===== src/rtl/batrider_gfx_arb.sv =====
// ============================================================================
// Module   : batrider_gfx_arb
// Purpose  : Round-robin arbiter merging the four GP9001 graphics-ROM fetch
//            paths (OBJ, SCR0, SCR1, SCR2) onto a single SDRAM ROM read slot.
//            Each requester owns a data register tagged with the address it
//            was filled from, so repeated reads of the same address are
//            answered with no ROM access.
// Ports    : CLK96    - system clock, all state on rising edge
//            RESET96  - synchronous active-high reset
//            REQ_CS   - per-requester read request (bit0 OBJ .. bit3 SCR2)
//            REQ_ADDR - per-requester word address, slice i = [i*AW +: AW]
//            REQ_DOUT - per-requester returned data, slice i = [i*DW +: DW]
//            REQ_OK   - per-requester data valid for current REQ_ADDR
//            ROM_CS   - registered ROM read strobe
//            ROM_ADDR - registered ROM address
//            ROM_DATA - ROM read data
//            ROM_OK   - ROM data valid for ROM_ADDR
// Revision : 1.0 - initial release
// ============================================================================
`default_nettype none

module batrider_gfx_arb #(
    parameter int AW = 22,
    parameter int DW = 32
) (
    input  logic            CLK96,
    input  logic            RESET96,
    input  logic [3:0]      REQ_CS,
    input  logic [4*AW-1:0] REQ_ADDR,
    output logic [4*DW-1:0] REQ_DOUT,
    output logic [3:0]      REQ_OK,
    output logic            ROM_CS,
    output logic [AW-1:0]   ROM_ADDR,
    input  logic [DW-1:0]   ROM_DATA,
    input  logic            ROM_OK
);

    localparam int         c_NUM_REQ = 4;
    localparam logic [0:0] c_ST_IDLE = 1'b0;
    localparam logic [0:0] c_ST_WAIT = 1'b1;

    logic [0:0]    r_state;
    logic [0:0]    w_state_nxt;

    logic [DW-1:0] r_data [c_NUM_REQ];
    logic [AW-1:0] r_tag  [c_NUM_REQ];
    logic [3:0]    r_valid;
    logic [1:0]    r_ptr;
    logic [1:0]    r_gnt;
    logic          r_first;
    logic          r_rom_cs;
    logic [AW-1:0] r_rom_addr;

    logic [3:0]    w_hit;
    logic [3:0]    w_pending;
    logic          w_any_pending;
    logic [1:0]    w_pick;
    logic [AW-1:0] w_pick_addr;
    logic          w_launch;
    logic          w_capture;

    // ------------------------------------------------------------------
    // Per-requester tag compare and response outputs
    // ------------------------------------------------------------------
    generate
        for (genvar gi = 0; gi < c_NUM_REQ; gi++) begin : g_req
            assign w_hit[gi]     = r_valid[gi] && (r_tag[gi] == REQ_ADDR[gi*AW +: AW]);
            assign w_pending[gi] = REQ_CS[gi] & ~w_hit[gi];
            assign REQ_OK[gi]    = REQ_CS[gi] & w_hit[gi];
            assign REQ_DOUT[gi*DW +: DW] = r_data[gi];
        end
    endgenerate

    // ------------------------------------------------------------------
    // Round-robin pick: first pending index at or after r_ptr, modulo 4.
    // Scanning from the far end lets the nearest pending index win last.
    // ------------------------------------------------------------------
    always_comb begin
        w_pick        = r_ptr;
        w_any_pending = 1'b0;
        for (int k = c_NUM_REQ - 1; k >= 0; k--) begin
            if (w_pending[r_ptr + 2'(k)]) begin
                w_pick        = r_ptr + 2'(k);
                w_any_pending = 1'b1;
            end
        end
    end

    always_comb begin
        w_pick_addr = '0;
        case (w_pick)
            2'd0:    w_pick_addr = REQ_ADDR[0*AW +: AW];
            2'd1:    w_pick_addr = REQ_ADDR[1*AW +: AW];
            2'd2:    w_pick_addr = REQ_ADDR[2*AW +: AW];
            default: w_pick_addr = REQ_ADDR[3*AW +: AW];
        endcase
    end

    // ------------------------------------------------------------------
    // FSM: state register
    // ------------------------------------------------------------------
    always_ff @(posedge CLK96) begin
        if (RESET96) begin
            r_state <= c_ST_IDLE;
        end else begin
            r_state <= w_state_nxt;
        end
    end

    // ------------------------------------------------------------------
    // FSM: next-state logic
    // ------------------------------------------------------------------
    always_comb begin
        w_state_nxt = r_state;
        case (r_state)
            c_ST_IDLE: if (w_any_pending)       w_state_nxt = c_ST_WAIT;
            c_ST_WAIT: if (ROM_OK && !r_first)  w_state_nxt = c_ST_IDLE;
            default:                            w_state_nxt = c_ST_IDLE;
        endcase
    end

    // ------------------------------------------------------------------
    // FSM: control strobes. ROM_OK is ignored in the first WAIT cycle so a
    // level left high from the previous access cannot complete this one.
    // ------------------------------------------------------------------
    always_comb begin
        w_launch  = 1'b0;
        w_capture = 1'b0;
        case (r_state)
            c_ST_IDLE: w_launch  = w_any_pending;
            c_ST_WAIT: w_capture = ROM_OK & ~r_first;
            default: begin
                w_launch  = 1'b0;
                w_capture = 1'b0;
            end
        endcase
    end

    // ------------------------------------------------------------------
    // Datapath. A started access always completes and is tagged with the
    // address that was sent to the ROM, whatever the requester does now.
    // ------------------------------------------------------------------
    always_ff @(posedge CLK96) begin
        if (RESET96) begin
            r_rom_cs   <= 1'b0;
            r_rom_addr <= '0;
            r_ptr      <= 2'd0;
            r_gnt      <= 2'd0;
            r_first    <= 1'b0;
            r_valid    <= 4'b0000;
            for (int i = 0; i < c_NUM_REQ; i++) begin
                r_data[i] <= '0;
                r_tag[i]  <= '0;
            end
        end else begin
            r_first <= 1'b0;
            if (w_launch) begin
                r_gnt      <= w_pick;
                r_rom_addr <= w_pick_addr;
                r_rom_cs   <= 1'b1;
                r_first    <= 1'b1;
            end
            if (w_capture) begin
                r_data[r_gnt]  <= ROM_DATA;
                r_tag[r_gnt]   <= r_rom_addr;
                r_valid[r_gnt] <= 1'b1;
                r_ptr          <= r_gnt + 2'd1;
                r_rom_cs       <= 1'b0;
            end
        end
    end

    assign ROM_CS   = r_rom_cs;
    assign ROM_ADDR = r_rom_addr;

endmodule

`default_nettype wire


===== config.mk =====
export PLATFORM = sky130hd
export DESIGN_NAME = batrider_gfx_arb
export DESIGN_NICKNAME = d
export VERILOG_FILES = /design/src/rtl/batrider_gfx_arb.sv
export SDC_FILE = /design/constraint.sdc
export NUM_CORES = 1
export LEC_CHECK = 0
export CORE_MARGIN = 2
export CORE_UTILIZATION = 35
export DETAILED_ROUTE_END_ITERATION = 6
export PLACE_DENSITY_LB_ADDON = 0.3
export SYNTH_ARGS = -nofsm -noshare
export SYNTH_HDL_FRONTEND = slang
export SYNTH_SLANG_ARGS = --single-unit

===== constraint.sdc =====
create_clock -name CLK96 -period 4.1 [get_ports CLK96]
set_clock_uncertainty 0.05 [all_clocks]
set_input_delay 1.025 -clock CLK96 [delete_from_list [all_inputs] [get_ports CLK96]]
set_output_delay 1.025 -clock CLK96 [all_outputs]
set_load 0.005 [all_outputs]

==> out/qor.tcl <==
set qor(ios) 282
set qor(first_global_vias) 7727
set qor(most_frequent_cells_after_synthesis) {sky130_fd_sc_hd__and2_1 (216), sky130_fd_sc_hd__edfxtp_1 (216), sky130_fd_sc_hd__xnor2_1 (60)}
set qor(hold_path_class) {register to register}
set qor(grt_antenna_before_repair) 2
set qor(numCtsBuffers) 27
set qor(report.final.hold_viol_count) 0
set qor(overflow) 0
set qor(power_uw) 6130
set qor(post_synth_main_area_contributors) {sky130_fd_sc_hd__edfxtp_1 (60%), sky130_fd_sc_hd__and2_1 (12%), sky130_fd_sc_hd__dfxtp_1 (6.1%), sky130_fd_sc_hd__xnor2_1 (4.8%), sky130_fd_sc_hd__mux2i_1 (4.1%)}
set qor(postSynthAreaPerCell_um2) 14.0
set qor(nets) 1247
set qor(drt-total-wl_um) 33600
set qor(drc) 1
set qor(critical_path_required_ps) 3020
set qor(seq_area_frac_synth_pct) 65.7
set qor(ctsHoldBuffers) 0
set qor(place.gp.congestion) 0.853
set qor(ys_async_sr_fraction_pct) 0
set qor(dr_vias) 7432
set qor(worstHoldStart) {r_valid[0]$_SDFFE_PP0P_}
set qor(worstReg2RegEnd) {ROM_ADDR[6]$_SDFFE_PP0P_}
set qor(setup_tns_ps) 0
set qor(tritoncts) {done}
set qor(clock-sinks) 249
set qor(worst_pin_slew_ps) 683
set qor(synthDominantCellAreaShare_pct) 59.6
set qor(synth-seq-cells) 249
set qor(rsz_0062_raised_after_global_routing) {true}
set qor(crit_fanout) 2
set qor(worst_setup_hold_path_clk_slew_ps) 60
set qor(cts.root.buffer_cell) {sky130_fd_sc_hd__clkbuf_16}
set qor(cap_viol_max_count) 0
set qor(worstSetupStartpointType) {primary input}
set qor(rrSetupSlack_ps) 730
set qor(hold_end) {r_valid[0]$_SDFFE_PP0P_}
set qor(first_pass_grt_wire_length_um) 49200
set qor(whs_path_depth) 2
set qor(leakagePower_uw) 0.00595
set qor(firstDrtPassIters) 7
set qor(placement.io_buffers) 281
set qor(synth_edf_count) 216
set qor(cp_data_arrival_time_ps) 2980
set qor(numPlacedInstances) 1480
set qor(r2r.worst_path.cells) 13
set qor(groute.usage.overall_pct) 20.2
set qor(drt-vias-per-instance) 4.85
set qor(clock_tree.buffer_depth) 3
set qor(dpl.hpwl_um) 23500
set qor(avgRoutedWirePerCell_um) 21.9
set qor(h-tree-depth) 1
set qor(fin_ws_ps) 45.7
set qor(post_route_cells_drive_above_1_share_pct) 11.5
set qor(preCtsSetupSlack_ps) -528
set qor(n_antenna_cell) 0
set qor(mappedNetlistArea_um2) 10900
set qor(synth_ff_type) {sky130_fd_sc_hd__edfxtp_1}
set qor(detail_route.iter0.violations) 441
set qor(initial_core_util_pct) 35.5
set qor(maxClockFrequency_ghz) 0.247
set qor(area_growth_syn_to_layout_pct) 42.9
set qor(final_antenna_net_count) 0
set qor(drv_slew) 0
set qor(fin_crit_sh_pct) 98.9
set qor(grt_max_degree) 55
set qor(end_kind) {primary output}
set qor(post_dp_cell_area_um2) 14500
set qor(fp.dieW_um) 180
set qor(final.fill_count) 2684
set qor(core_region_um2) 30600
set qor(syn_nets) 910
set qor(synth.yosys.warnings) 0
set qor(layout.cells.non_filler) 1532
set qor(finalSetupViolations) 0
set qor(syn_inst) 779
set qor(fin_crit_ps) 4050
set qor(violations) {DRC}
set qor(outcome) {finished, violations left}
set qor(r2r_start) {r_tag[0][7]$_SDFFCE_PN0P_}
set qor(power_density_nw_per_um2) 394
set qor(synthDominantAreaCellType) {sky130_fd_sc_hd__edfxtp_1}
set qor(floorplan.rows) 64
set qor(die_height_um) 180
set qor(power.ir.vdd_worst_mv) 0.350
set qor(timing_worst_setup_path_type) {primary input to primary output}
set qor(slew_headroom_pct) 54.5
set qor(ys_types) 45
set qor(worst_skew_pair.late_latency_ps) 530
set qor(finalInstanceArea_um2) 15500
set qor(die-area_um2) 32500
## through the flow
step	utilization, %	hold WS (ps)
finish	50.8	432
global route	50.8	479
CTS	50.7	427
detailed placement	47.5	413
global placement	47.5	413
floorplan	-	386
## worst max path at each step
stage,slack [ps],end,start
floorplan,720,ROM_ADDR[12]$_SDFFE_PP0P_,REQ_ADDR[51]
global placement,-500,REQ_OK[0],REQ_ADDR[8]
detailed placement,-530,REQ_OK[0],REQ_ADDR[8]
CTS,4,REQ_OK[3],REQ_ADDR[73]
global route,-40,REQ_OK[1],REQ_ADDR[26]
finish,50,REQ_OK[1],REQ_ADDR[39]
## placed cells by master, fill, tap and decap left out, types with 2 or more instances in the layout
master	Yosys	routed
sky130_fd_sc_hd__clkdlybuf4s50_1	0	268
sky130_fd_sc_hd__xnor2_1	60	51
sky130_fd_sc_hd__o22ai_1	22	22
sky130_fd_sc_hd__dlymetal6s2s_1	0	2
sky130_fd_sc_hd__mux2i_1	44	44
sky130_fd_sc_hd__clkinv_1	0	6
sky130_fd_sc_hd__ha_1	4	4
sky130_fd_sc_hd__nor3_2	0	5
sky130_fd_sc_hd__xor2_2	0	5
sky130_fd_sc_hd__buf_4	0	54
sky130_fd_sc_hd__xor2_1	28	23
sky130_fd_sc_hd__inv_1	6	6
sky130_fd_sc_hd__and2_1	216	216
sky130_fd_sc_hd__xnor2_2	0	9
sky130_fd_sc_hd__nor4_1	9	7
sky130_fd_sc_hd__edfxtp_1	216	216
sky130_fd_sc_hd__clkbuf_16	0	27
sky130_fd_sc_hd__or2_2	4	4
sky130_fd_sc_hd__a21o_1	22	22
sky130_fd_sc_hd__and4_1	2	2
sky130_fd_sc_hd__clkinv_2	0	4
sky130_fd_sc_hd__dlygate4sd2_1	0	11
sky130_fd_sc_hd__nand4_1	17	17
sky130_fd_sc_hd__nor3_1	9	4
sky130_fd_sc_hd__dfxtp_1	33	33
sky130_fd_sc_hd__bufinv_16	0	3
sky130_fd_sc_hd__buf_12	3	6
sky130_fd_sc_hd__nor2_1	18	16
sky130_fd_sc_hd__nand2_1	4	4
sky130_fd_sc_hd__clkbuf_1	24	8
sky130_fd_sc_hd__a21oi_1	9	9
## logic make-up (layout without fill, tap and decap cells)
group                    count (synthesis)  in the layout  share of synthesized area [%]
AO/OA/AOI/OAI                           66             66                           4.43
XOR/XNOR                                88             88                           7.09
adder cells (fa/ha/maj)                  4              4                          0.460
buffers and inverters                   39            396                           2.01
flip-flops                             249            249                           65.7
multiplexers                            44             44                           4.05
AND/OR/NAND/NOR                        289            289                           16.2
## final cells by class
class,instances,area (um^2),area share (%)
sequential,249,7150,46.0
multi-input combinational,491,3700,23.8
timing repair buffer,341,3330,21.4
clock buffer,35,706,4.54
tap,396,495,3.19
clock inverter,14,141,0.910
inverter,6,22.5,0.145
## registers in the layout (all words and copies together) (netlist names)
name / flops
r_data: 128
r_tag: 88
ROM_ADDR: 22
r_valid: 4
r_gnt: 2
r_ptr: 2
ROM_CS: 1
r_first: 1
r_state: 1
## metal layers
layer	track usage, %	vias up	part of all wire [%]
met2	33.3	318	47
met4	7.97	4	3.9
met3	7.26	71	9.6
met1	24.3	3595	40
li1	-	3444	-
met5	0	-	0.071
## where the power goes
group          switching (uW)  internal, uW  total, uW
Sequential               82.0          2880       2960
Combinational             360           428        788
Clock                     981          1400       2380
## critical path: stages
cell and delay (ps):
sky130_fd_sc_hd__clkdlybuf4s50_1 460, sky130_fd_sc_hd__xnor2_1 310, sky130_fd_sc_hd__nand4_1 120, sky130_fd_sc_hd__nor4_1 200
sky130_fd_sc_hd__buf_4 190, sky130_fd_sc_hd__and3_1 170, sky130_fd_sc_hd__clkdlybuf4s50_1 500
## what timing repair did
item,in CTS,in global routing
pin swaps,7,3
endpoints found under the setup margin,4,2
setup buffers,1,2
gates resized for setup,28,6
cloned,0,0
(Power assumes the default switching activity.)
